===== src/rtl/handshake_fifo_buffer.sv =====
// Elastic in-order FIFO with registered ins_ready/outs_valid, so neither
// handshake path is combinational from input to output.
module handshake_fifo_buffer #(
  parameter int DATA_WIDTH = 32,
  parameter int NUM_SLOTS  = 4
) (
  input  logic                  clk,
  input  logic                  rst,
  input  logic [DATA_WIDTH-1:0] ins,
  input  logic                  ins_valid,
  output logic                  ins_ready,
  output logic [DATA_WIDTH-1:0] outs,
  output logic                  outs_valid,
  input  logic                  outs_ready
);
  localparam int PW = $clog2(NUM_SLOTS);
  localparam int CW = $clog2(NUM_SLOTS + 1);

  logic [NUM_SLOTS-1:0][DATA_WIDTH-1:0] slot_q;
  logic [PW-1:0] wr_ptr_q, wr_ptr_d, rd_ptr_q, rd_ptr_d;
  logic [CW-1:0] count_q, count_d;
  logic          ins_ready_q, outs_valid_q;
  logic          push, pop;

  assign push = ins_valid && ins_ready_q;
  assign pop  = outs_valid_q && outs_ready;

  // Explicit wrap at NUM_SLOTS-1 keeps non-power-of-two depths legal.
  always_comb begin
    wr_ptr_d = wr_ptr_q;
    rd_ptr_d = rd_ptr_q;
    count_d  = count_q;
    if (push) wr_ptr_d = (wr_ptr_q == PW'(NUM_SLOTS - 1)) ? '0 : wr_ptr_q + PW'(1);
    if (pop)  rd_ptr_d = (rd_ptr_q == PW'(NUM_SLOTS - 1)) ? '0 : rd_ptr_q + PW'(1);
    case ({push, pop})
      2'b10:   count_d = count_q + CW'(1);
      2'b01:   count_d = count_q - CW'(1);
      default: count_d = count_q;
    endcase
  end

  always_ff @(posedge clk) begin
    if (!rst) begin
      slot_q       <= '0;
      wr_ptr_q     <= '0;
      rd_ptr_q     <= '0;
      count_q      <= '0;
      ins_ready_q  <= 1'b0;
      outs_valid_q <= 1'b0;
    end else begin
      if (push) slot_q[wr_ptr_q] <= ins;
      wr_ptr_q     <= wr_ptr_d;
      rd_ptr_q     <= rd_ptr_d;
      count_q      <= count_d;
      ins_ready_q  <= (count_d != CW'(NUM_SLOTS));
      outs_valid_q <= (count_d != '0);
    end
  end

  assign outs       = slot_q[rd_ptr_q];
  assign ins_ready  = ins_ready_q;
  assign outs_valid = outs_valid_q;
endmodule


===== config.mk =====
export PLATFORM = sky130hd
export DESIGN_NAME = handshake_fifo_buffer
export DESIGN_NICKNAME = d
export VERILOG_FILES = /design/src/rtl/handshake_fifo_buffer.sv
export SDC_FILE = /design/constraint.sdc
export NUM_CORES = 1
export LEC_CHECK = 0
export BUFFER_PORTS_ARGS = -buffer_cell sky130_fd_sc_hd__clkbuf_2
export CORE_MARGIN = 4
export CORE_UTILIZATION = 60
export CTS_CLUSTER_DIAMETER = 60
export DETAILED_ROUTE_END_ITERATION = 16
export GPL_TIMING_DRIVEN = 0
export PLACE_DENSITY = 0.93
export SYNTH_ARGS = -nofsm -noshare
export SYNTH_HDL_FRONTEND = slang
export SYNTH_SLANG_ARGS = --single-unit
export TNS_END_PERCENT = 1

===== constraint.sdc =====
create_clock -name clk -period 5.04 [get_ports clk]
set_clock_uncertainty 0.05 [all_clocks]
set_input_delay 0.252 -clock clk [delete_from_list [all_inputs] [get_ports clk]]
set_output_delay 0.252 -clock clk [all_outputs]
set_load 0.02 [all_outputs]

* Word level (Yosys, flattened, before mapping)
Index checks and enable logic that the tools add are counted.
Storage, ports and cells: register bits after elaboration 137, bits of input ports 36, output and inout port bits 34
Operators by class: add/sub/neg operators 4, $lt $le $gt $ge 3, equality and inequality tests 5, muxes and demuxes 8, reduce and logical (&&, ||, !) cells 4
Operators by type and width (number):
- $bwmux 128 | 1
- $bmux 32 s2 | 1
- $demux 32 s2 | 1
- $mux 32 | 2
- $eq 2x2->1 const B | 3
- $lt 2x3->1 const B | 2
- $pmux 3 s2 | 1
- $add 2x1->2 const B | 2
- $mux 2 | 2
- $add 3x1->3 const B | 1
- $logic_and 1x1->1 | 3
- $ne 3x3->1 const B | 1
- $reduce_bool 3->1 | 1
- $sub 3x1->3 const B | 1
- $eq 2x1->1 const B | 1
- $ge 2x1->1 const B | 1

* Logic depth before layout (Yosys ltp)
Gate-level depths: netlist of the first run.
depth after elaboration 5, mapped depth 7, mapped depth without buffers 7

* Worst setup path before layout of the first run
Ideal clock, no wire load.
kind reg2reg, from register ins_ready_q, in the netlist ins_ready, to register count_q[2], arrival 1.918 ns, required time 4.914 ns, path slack 2.997 ns, cell stages (with the launch flop) 8, buffers on the path 1, cell sequence dfxtp_1 > buf_4 > nand2_1 > ha_1 > fa_1 > xnor2_1 > or3_1 > a21boi_0
Between the ends: cells in the longest elaborated chain, start to end 3, elaborated cells on any way between the ends 4, classes of those cells 2 x eq/ne; 1 x mux; 1 x reduce/logical
RTL lines:
- start, declared | RTL line 22 | logic ins_ready_q, outs_valid_q;
- start signal, assigned | RTL line 55 | ins_ready_q <= (count_d != CW'(NUM_SLOTS));
- $logic_and 1x1->1 (*) | RTL line 25 | assign push = ins_valid && ins_ready_q;
- $eq 2x1->1 / $eq 2x2->1 (equally long branches) | RTL line 35 | case ({push, pop})
- $pmux 3 s2 (*) | RTL line 35
- end signal, assigned | RTL line 54 | count_q <= count_d;
- end, declared | RTL line 21 | logic [CW-1:0] count_q, count_d;
Mark *: on every way between the ends. The rest lies on a longest branch, timed or not. A chain may end at the register's enable or synchronous reset.

* Worst setup path in the final report of the first run
from register rd_ptr_q[0], to output port outs[0]
Between the ends: cells in the longest elaborated chain, start to end 2
RTL lines:
- start, declared | RTL line 20 | logic [PW-1:0] wr_ptr_q, wr_ptr_d, rd_ptr_q, rd_ptr_d;
- start signal, assigned | RTL line 53 | rd_ptr_q <= rd_ptr_d;
- $bmux 32 s2 | RTL line 60 | assign outs = slot_q[rd_ptr_q];
- $mux 32 (not written as such) | RTL line 60
- end, declared | RTL line 12 | output logic [DATA_WIDTH-1:0] outs,
No other way between the ends. The select of a mux whose other input is x is not followed.

==> results of run 1 <==
## repair_timing
item / CTS / global route
setup buffers: 0 / 0
hold endpoints to repair: 125 / 0
hold buffers: 33 / 0
## synthesized netlist by cell type, drive strengths merged, types with 2 or more instances
| cell | count |
|---|---|
| nand3 | 6 |
| inv | 4 |
| nor2b | 3 |
| buf | 40 |
| a21boi | 131 |
| o41ai | 2 |
| ha | 6 |
| mux2i | 3 |
| nor2 | 3 |
| clkbuf | 14 |
| xnor2 | 2 |
| mux4 | 32 |
| and3 | 4 |
| dfxtp | 137 |
| nand2 | 260 |
| a21oi | 2 |
## metal layers
metal  part of all wire [%]  up-vias  GRT usage (%)  wire length, um
met4                    4.3        0           18.2              762
met2                     50      353           53.2             8920
met3                    9.6       79           7.52             1710
li1                       -     2442              -                -
met1                     36     2639           34.0             6320
met5                      0        -              0                0
## metrics by stage
step	utilization (%)	total power [mW]	hold slack [ns]	setup WS, ns
floorplan	-	1.36	0.337	3.00
global placement	67.3	1.44	0.386	3.05
detailed placement	67.3	1.46	0.395	2.92
CTS	76.2	2.61	0.0143	2.73
global route	76.2	2.68	0.0569	2.68
finish	76.2	2.61	0.0280	2.71
## worst paths after layout
| path | startpoint | end | slack, ns | depth (start not counted) |
|---|---|---|---|---|
| max reg2reg | ins_ready | outs_valid | 2.92 | 7 |
| max | rd_ptr_q[0] | outs[0] | 2.71 | 4 |
| min | ins_valid | wr_ptr_q[1] | 0.03 | 3 |
| min reg2reg | slot_q[5] | slot_q[5] | 0.40 | 2 |
## registers in the layout (all words and copies together) (netlist names)
register / flops
count_q: 3
ins_ready: 1
outs_valid: 1
rd_ptr_q: 2
slot_q: 128
wr_ptr_q: 2
## critical path: cells and delay by family, from the launching register on
family | cells | cell delay, ns
muxes | 1 | 0.42
buffers and inverters | 3 | 0.75
DFF | 1 | 0.33
## logic make-up (layout without fill, tap and decap cells)
logic type               Yosys count  in the layout  synth area share, %
multiplexers                      35             35                 12.4
AO/OA/AOI/OAI                    137            137                 16.7
buffers and inverters             58            190                 6.67
adder cells (fa/ha/maj)            7              7                 1.55
AND/OR/NAND/NOR                  280            280                 17.7
flip-flops                       137            137                 44.7
XOR/XNOR                           2              2                0.285
## cell type report
cell class                      instances  area (sq um)  share of cell area, %
Buffer                                 54           394                   5.24
Clock buffer                           18           418                   5.56
Clock inverter                         14           126                   1.68
Inverter                                4          15.0                  0.200
Multi-Input combinational cell        461          2990                   39.7
Sequential cell                       137          2740                   36.5
Tap cell                              133           166                   2.21
Timing Repair Buffer                  100           666                   8.86
## report_power, final
part,internal (mW),switching [mW]
combinational,0.143,0.185
clock,0.656,0.488
sequential,1.12,0.0225
==> run summary, run 1 <==
Clocking
• 2 — clk buf depth
• 0.53 ns — clock latency on the worst-skew pair
• 0 — number of instances resized during post-cts repair
• 137 — Clock Sinks
• 4 — CTS HTree Levels
• built — clock tree from TritonCTS
• 17 — cts bufs inserted
• 0.06 ns — clock input transition at the sequential cells of the worst setup and hold paths
• sky130_fd_sc_hd__clkbuf_8 — root buffer selected by CTS

Global routing
• 0 — initial antenna violation count
• 30.7% — global-route total usage across every layer
• 5647 — number of global-route vias before repair
• 27.4 mm — global-route wire length before repair
• 0 — Remaining Overflow, GRT
• 17 — largest net degree at the start of global routing

Timing
• 0 — number of setup violations in the final report
• 429 MHz — highest achievable clock rate
• no — RSZ-0062 raised after global routing
• 2.33 ns — min Tclk post-route
• 0.543 ns — Slew @ Worst Pin
• 63.8% — Slew headroom
• 0 — total count of hold-check failures in the final report
• 0 ns — Setup TNS Final
• 46.3% — post-route clock period utilization
• 0 — number of max-slew violations in the final report

Route
• 496 — DR iter-0 viols
• 19.2 um — Wirelength per Cell
• 0 — residual DRC count
• 5513 — detailed-route via count
• 5.99 — Via-to-Cell Ratio
• 0 — Antenna Nets Post-Route
• 5 — Detailed Routing Iterations Pass 1
• 17.7 mm — wire length after detailed routing

Placed design
• 67 — Port Buf Inserts
• 0.871 — final weighted congestion in routability-driven placement
• 856 — placed insts
• 11.1 mm — half-perimeter wire length after placement
• 6640 sq um — area post-placement

Yosys
• 44.7% — area share of the largest cell type after synthesis
• 44.7% — fraction of the yosys area taken by sequential cells
• 0 — count of flip-flops with a built-in enable after synthesis
• sky130_fd_sc_hd__dfxtp_1 — Primary FF master, synth
• 656 — number of instances in the synthesized netlist
• 28 — Synth cell types
• 699 — nets in the synthesized netlist
• sky130_fd_sc_hd__dfxtp_1, sky130_fd_sc_hd__nand2_1, sky130_fd_sc_hd__a21boi_1 — cell types occupying the most area after synthesis
• 6140 sq um — netlist area before placement
• 0 — Yosys warning total
• 137 — number of synthesized register bits
• 0% — share of synthesized registers carrying an async set or reset
• sky130_fd_sc_hd__dfxtp_1 — library cell occupying the most area in the post-synthesis netlist
• 9.36 sq um — mean cell area of the mapped netlist

Setup path
• sky130_fd_sc_hd__buf_2 — cell repeated most along the worst path
• 0.42 ns — Slowest Stage Delay on Critical Path
• register — category of the worst setup path launch point
• primary output — Crit. End Element
• 4.74 ns — CP Data Required Time
• 10 — largest fanout on the critical path
• register to primary output — class of the most critical setup path
• 2.03 ns — WP data arrival
• sky130_fd_sc_hd__mux4_2 — Slowest-stage cell, CP
• buf_2 -> buf_2 -> mux4_2 -> clkbuf_2 — CP cell instances

Die
• 70 — I/O pin total
• 62.2% — initial cell density of the core
• 9860 sq um — area inside the core boundary
• 109 um — height of the die
• 11900 sq um — Die ar.
• 109 um — die boundary width
• 36 — placement row count

Layout
• 609 — number of fill cells in the layout
• 0 — count of inserted antenna diode cells
• 818 — Final #Nets
• 21.2% — fraction of layout cells with a size suffix above 1
• 921 — count of placed standard cells in the final layout, fillers left out
• 7510 sq um — post-route cell area
• sky130_fd_sc_hd__nand2_1, sky130_fd_sc_hd__dfxtp_1, sky130_fd_sc_hd__a21boi_1 — commonest cells after routing, fill and taps aside
• 22.4% — relative area change from synthesis to final layout
• sky130_fd_sc_hd__nand2_1 — most frequent standard cell in the layout excluding fill and tap cells

Power and ir drop
• 347 nW/um^2 — power density normalized to cell area
• 2.82 nW — Leakage Power
• 251 uV — Peak supply drop

Job
• 0 — max-capacitance violation count

Worst hold path
• primary input to register — worst hold path class

Outcome
• complete, no violations — result of the run

Power figures use the tool's default switching activity.
==> inputs of run 2 (changes only) <==
--- a/config.mk
+++ b/config.mk
@@ -7,11 +7,11 @@
 export LEC_CHECK = 0
 export BUFFER_PORTS_ARGS = -buffer_cell sky130_fd_sc_hd__clkbuf_2
 export CORE_MARGIN = 4
-export CORE_UTILIZATION = 60
+export CORE_UTILIZATION = 58
 export CTS_CLUSTER_DIAMETER = 60
 export DETAILED_ROUTE_END_ITERATION = 16
 export GPL_TIMING_DRIVEN = 0
-export PLACE_DENSITY = 0.93
+export PLACE_DENSITY = 0.9
 export SYNTH_ARGS = -nofsm -noshare
 export SYNTH_HDL_FRONTEND = slang
 export SYNTH_SLANG_ARGS = --single-unit
==> constraint.sdc (replaced) <==
create_clock -name clk -period 2.3 [get_ports clk]
set_clock_uncertainty 0.05 [all_clocks]
set_input_delay 0.115 -clock clk [delete_from_list [all_inputs] [get_ports clk]]
set_output_delay 0.115 -clock clk [all_outputs]
set_load 0.02 [all_outputs]
==> run summary, run 2 (same netlist as run 1, synthesis figures left out) <==
Clocking
• 17 — cts bufs inserted, unchanged
• 2 — clk buf depth, unchanged
• 4 — CTS HTree Levels, unchanged
• 0.52 ns — clock latency on the worst-skew pair, about the same
• 0 — Post-CTS Repair Setup Buffers, unchanged
• sky130_fd_sc_hd__clkbuf_8 — root buffer selected by CTS
• 0.06 ns — clock input transition at the sequential cells of the worst setup and hold paths, about the same
• 137 — Clock Sinks, unchanged
• 34 — Post-CTS Hold Buffers, +3.0%
• built — clock tree from TritonCTS
• 0 — number of instances resized during post-cts repair, unchanged

Setup path
• register — category of the worst setup path launch point
• sky130_fd_sc_hd__mux4_1 — Slowest-stage cell, CP
• register to primary output — class of the most critical setup path
• buf_2 -> buf_2 -> mux4_1 -> clkbuf_2 — CP cell instances
• 0.40 ns — Slowest Stage Delay on Critical Path, -0.02 ns
• primary output — Crit. End Element
• 2.04 ns — WP data arrival, about the same
• sky130_fd_sc_hd__buf_2 — cell repeated most along the worst path
• 10 — largest fanout on the critical path, unchanged
• 2.13 ns — CP Data Required Time, -2.61 ns

Die
• 111 um — height of the die, +1.6%
• 70 — I/O pin total, unchanged
• 10300 sq um — area inside the core boundary, +4.7%
• 111 um — die boundary width, +1.6%
• 12300 sq um — Die ar., +3.2%
• 59.5% — initial cell density of the core, -2.8 points
• 37 — placement row count, +2.8%

Route
• 0 — residual DRC count, unchanged
• 5 — Detailed Routing Iterations Pass 1, unchanged
• 0 — Antenna Nets Post-Route, unchanged
• 536 — DR iter-0 viols, +8.1%
• 5511 — detailed-route via count, -0.036%
• 17.6 mm — wire length after detailed routing, -0.89%
• 5.96 — Via-to-Cell Ratio, -0.47%
• 19.0 um — Wirelength per Cell, -1.3%

Placed design
• 67 — Port Buf Inserts, unchanged
• 10.9 mm — half-perimeter wire length after placement, -1.5%
• 6640 sq um — area post-placement, about the same
• 0.196 ns — worst setup slack before clock tree synthesis, -2.72 ns
• 0.826 — final weighted congestion in routability-driven placement, -5.1%

Layout
• 23.3% — relative area change from synthesis to final layout
• 819 — Final #Nets, +0.12%
• slot_q: 128 flops, count_q: 3 flops — biggest regs
• sky130_fd_sc_hd__nand2_1 — most frequent standard cell in the layout excluding fill and tap cells
• slot_q — register containing the most flip-flops in the final layout
• 7570 sq um — post-route cell area, +0.73%
• 21.2% — fraction of layout cells with a size suffix above 1, -0.027 points
• 0 — count of inserted antenna diode cells, unchanged
• sky130_fd_sc_hd__nand2_1, sky130_fd_sc_hd__dfxtp_1, sky130_fd_sc_hd__a21boi_1 — commonest cells after routing, fill and taps aside
• 128 — flip-flop count of the largest register after layout, unchanged

Timing
• 0 — number of setup violations in the final report, unchanged
• 0.0916 ns — Final Worst Setup Slack, -2.62 ns
• 2.21 ns — min Tclk post-route
• 0 — total count of hold-check failures in the final report, unchanged
• 0.571 ns — Slew @ Worst Pin, +0.0284 ns
• 96.0% — post-route clock period utilization
• 0.0602 ns — final-layout worst hold slack, +0.0323 ns
• 61.9% — Slew headroom, -1.9 points
• 0 ns — Setup TNS Final, unchanged
• 0 — number of max-slew violations in the final report, unchanged
• 453 MHz — highest achievable clock rate
• no — RSZ-0062 raised after global routing

Global routing
• 5716 — number of global-route vias before repair, +1.2%
• 17 — largest net degree at the start of global routing, unchanged
• 0 — initial antenna violation count, unchanged
• 28.6% — global-route total usage across every layer, -2.1 points
• 28.3 mm — global-route wire length before repair, +3.0%
• 0 — Remaining Overflow, GRT, unchanged

Power and ir drop
• 2.85 nW — Leakage Power, +0.84%
• 507 uV — Peak supply drop, +100%
• 5.90 mW — total power of the final layout, +130%
• 780 nW/um^2 — power density normalized to cell area, +120%

Job
• 0 — max-capacitance violation count, unchanged

Worst hold path
• primary input to register — worst hold path class

Outcome
• complete, no violations — result of the run

## run 2: layout make-up
cell class | count | area (sq um)
fill | 699 | 2750
sequential | 137 | 2740
multi-input combinational | 461 | 2990
timing repair buffer | 101 | 676
clock buffer | 20 | 445
clock inverter | 12 | 140
buffer | 54 | 394
inverter | 4 | 15.0
tap | 136 | 170
## run 2: final timing paths
path                                   from          end  slack, ns  depth (start not counted)
worst max-delay path            rd_ptr_q[0]     outs[13]       0.09                          4
worst min-delay path                    rst   slot_q[50]       0.06                          2
worst max register to register    ins_ready    ins_ready       0.17                          7
worst min register to register  slot_q[119]  slot_q[119]       0.40                          2
## run 2: critical path, delay by kind of cell, from the launching register on
kind | cells | cell delay [ns]
buffers and inverters | 3 | 0.79
muxes | 1 | 0.40
DFF | 1 | 0.33
## run 2: per-stage QoR
step	utilization [%]	instances
3_5_place_dp	64.4	859
3_3_place_gp	64.4	859
6_report	73.3	925
5_1_grt	73.3	925
4_1_cts	73.3	925
2_1_floorplan	-	656
## run 2: power breakdown
group	leakage [nW]	internal, mW	switching (mW)
clock network	0.278	1.61	1.08
registers	1.11	2.44	0.0470
logic	1.46	0.314	0.402
total	2.85	4.37	1.53
## run 2: layer usage
metal  part of all wire (%)  track usage [%]  up-vias
li1                       -                -     2443
met1                     36             32.7     2661
met2                     51             50.3      330
met3                    8.8             6.82       77
met4                    3.5             13.5        0
met5                      0                0        -
==> inputs of run 3 (changes only) <==
==> constraint.sdc (replaced) <==
create_clock -name clk -period 2.2 [get_ports clk]
set_clock_uncertainty 0.05 [all_clocks]
set_input_delay 0.11 -clock clk [delete_from_list [all_inputs] [get_ports clk]]
set_output_delay 0.11 -clock clk [all_outputs]
set_load 0.02 [all_outputs]
==> run summary, run 3 (same netlist as run 1, synthesis figures left out) <==
Outcome
• complete, no violations — result of the run

Timing
• 462 MHz — highest achievable clock rate
• 0 — number of max-slew violations in the final report, unchanged
• 2.16 ns — min Tclk post-route
• 0.587 ns — Slew @ Worst Pin, +0.0153 ns
• 0.0367 ns — Final Worst Setup Slack, -0.0549 ns
• 0 — number of setup violations in the final report, unchanged
• 0 — total count of hold-check failures in the final report, unchanged
• 60.9% — Slew headroom, -1.0 points
• 98.3% — post-route clock period utilization
• yes — RSZ-0062 raised after global routing

Placed design
• 6640 sq um — area post-placement, unchanged
• 67 — Port Buf Inserts, unchanged
• 0.0958 ns — worst setup slack before clock tree synthesis, -0.100 ns
• 10.9 mm — half-perimeter wire length after placement, unchanged
• 0.826 — final weighted congestion in routability-driven placement, unchanged
• 859 — placed insts, unchanged

Power and ir drop
• 6.17 mW — total power of the final layout, +4.6%
• 25.9% — switch share, about the same
• 815 nW/um^2 — power density normalized to cell area, +4.5%
• 42.2% — share of power burned in registers, about the same
• 4.57 mW — cell internal power dissipation, +4.6%
• 528 uV — Peak supply drop, +4.0%
• 12.2% — Combinational Power Share, about the same
• 45.6% — Clk network pwr share, about the same
• 2.84 nW — Leakage Power, about the same
• 1.60 mW — net switching component of the power, +4.5%

Route
• 5.96 — Via-to-Cell Ratio, about the same
• 0 — Antenna Nets Post-Route, unchanged
• 17.5 mm — wire length after detailed routing, about the same
• 0 — residual DRC count, unchanged
• 5509 — detailed-route via count, -0.036%
• 513 — DR iter-0 viols, -4.3%
• 5 — Detailed Routing Iterations Pass 1, unchanged
• 19.0 um — Wirelength per Cell, about the same

Global routing
• 0 — Remaining Overflow, GRT, unchanged
• 5716 — number of global-route vias before repair, unchanged
• 28.3 mm — global-route wire length before repair, unchanged
• 28.6% — global-route total usage across every layer, unchanged
• 17 — largest net degree at the start of global routing, unchanged
• 0 — initial antenna violation count, unchanged

Setup path
• 10 — largest fanout on the critical path, unchanged
• register to primary output — class of the most critical setup path
• 2.04 ns — CP Data Required Time, -0.09 ns
• primary output — Crit. End Element
• 2.00 ns — WP data arrival, -0.04 ns
• register — category of the worst setup path launch point

Clocking
• 4 — CTS HTree Levels, unchanged
• 0.06 ns — clock input transition at the sequential cells of the worst setup and hold paths, about the same
• 0.52 ns — clock latency on the worst-skew pair, about the same
• sky130_fd_sc_hd__clkbuf_8 — root buffer selected by CTS
• 137 — Clock Sinks, unchanged
• 2 — clk buf depth, unchanged
• built — clock tree from TritonCTS
• 17 — cts bufs inserted, unchanged

Die
• 111 um — die boundary width, unchanged
• 10300 sq um — area inside the core boundary, unchanged
• 37 — placement row count, unchanged
• 12300 sq um — Die ar., unchanged
• 111 um — height of the die, unchanged
• 70 — I/O pin total, unchanged
• 59.5% — initial cell density of the core, unchanged

Worst hold path
• primary input to register — worst hold path class

Layout
• 925 — count of placed standard cells in the final layout, fillers left out, unchanged
• sky130_fd_sc_hd__nand2_1, sky130_fd_sc_hd__dfxtp_1, sky130_fd_sc_hd__a21boi_1 — commonest cells after routing, fill and taps aside
• 128 — flip-flop count of the largest register after layout, unchanged
• 23.4% — relative area change from synthesis to final layout, about the same
• slot_q — register containing the most flip-flops in the final layout
• 819 — Final #Nets, unchanged
• 697 — number of fill cells in the layout, -0.29%
• 0 — count of inserted antenna diode cells, unchanged
• 73.4% — core utilization of the finished layout, about the same
• 7570 sq um — post-route cell area, about the same
• slot_q: 128 flops, count_q: 3 flops — biggest regs
• 21.2% — fraction of layout cells with a size suffix above 1, unchanged
• sky130_fd_sc_hd__nand2_1 — most frequent standard cell in the layout excluding fill and tap cells

Job
• 0 — max-capacitance violation count, unchanged

## run 3: changes by cell type in the layout (fill, tap and decap cells not counted)
| cell | before | now |
|---|---|---|
| sky130_fd_sc_hd__buf_2 | 18 | 16 |
| sky130_fd_sc_hd__clkbuf_4 | 0 | 2 |
## run 3: metal layers
layer  GRT usage (%)  wire length [um]
met5               0                 0
met4            13.5               646
met3            6.82              1670
met2            50.3              8860
met1            32.7              6380
## run 3: worst paths after layout
kind                 end  cells after the start  slack, ns        start
max              outs[0]                      4       0.04  rd_ptr_q[0]
min           slot_q[50]                      2       0.05          rst
max reg2reg    ins_ready                      7       0.07    ins_ready
min reg2reg  slot_q[119]                      2       0.40  slot_q[119]
## run 3: cell type report
cell class / count / area [sq um] / area share [%]
inverter: 4 / 15.0 / 0.198
buffer: 54 / 399 / 5.27
timing repair buffer: 101 / 676 / 8.92
clock inverter: 12 / 140 / 1.85
tap: 136 / 170 / 2.25
sequential: 137 / 2740 / 36.2
clock buffer: 20 / 445 / 5.88
multi-input combinational: 461 / 2990 / 39.4
## run 3: power groups by stage
stage          clock (mW)  sequential [mW]  combinational, mW
3_5_place_dp            0             2.66              0.685
2_1_floorplan           0             2.65              0.455
3_3_place_gp            0             2.65              0.663
5_1_grt              2.92             2.61              0.805
6_report             2.81             2.60              0.752
4_1_cts              2.81             2.60              0.739
## run 3: worst max-delay path, cell delays in order (launching register included)
cell	delay [ns]
sky130_fd_sc_hd__dfxtp_1	0.33
sky130_fd_sc_hd__buf_2	0.23
sky130_fd_sc_hd__buf_2	0.35
sky130_fd_sc_hd__mux4_2	0.39
sky130_fd_sc_hd__clkbuf_2	0.18
## run 3: timing repair
item / 4_1_cts / 5_1_grt
hold endpoints to repair: 131 / 0
setup buffers: 0 / 0
gates resized for setup: 0 / 2
endpoints found under the setup margin: 0 / 8
hold buffers: 34 / 0
## run 3: per-stage QoR
stage | hold slack (ns) | setup TNS, ns
global route | 0.0721 | -0.102
global placement | 0.324 | 0
floorplan | 0.195 | 0
CTS | 0.0472 | 0
finish | 0.0504 | 0
detailed placement | 0.332 | 0
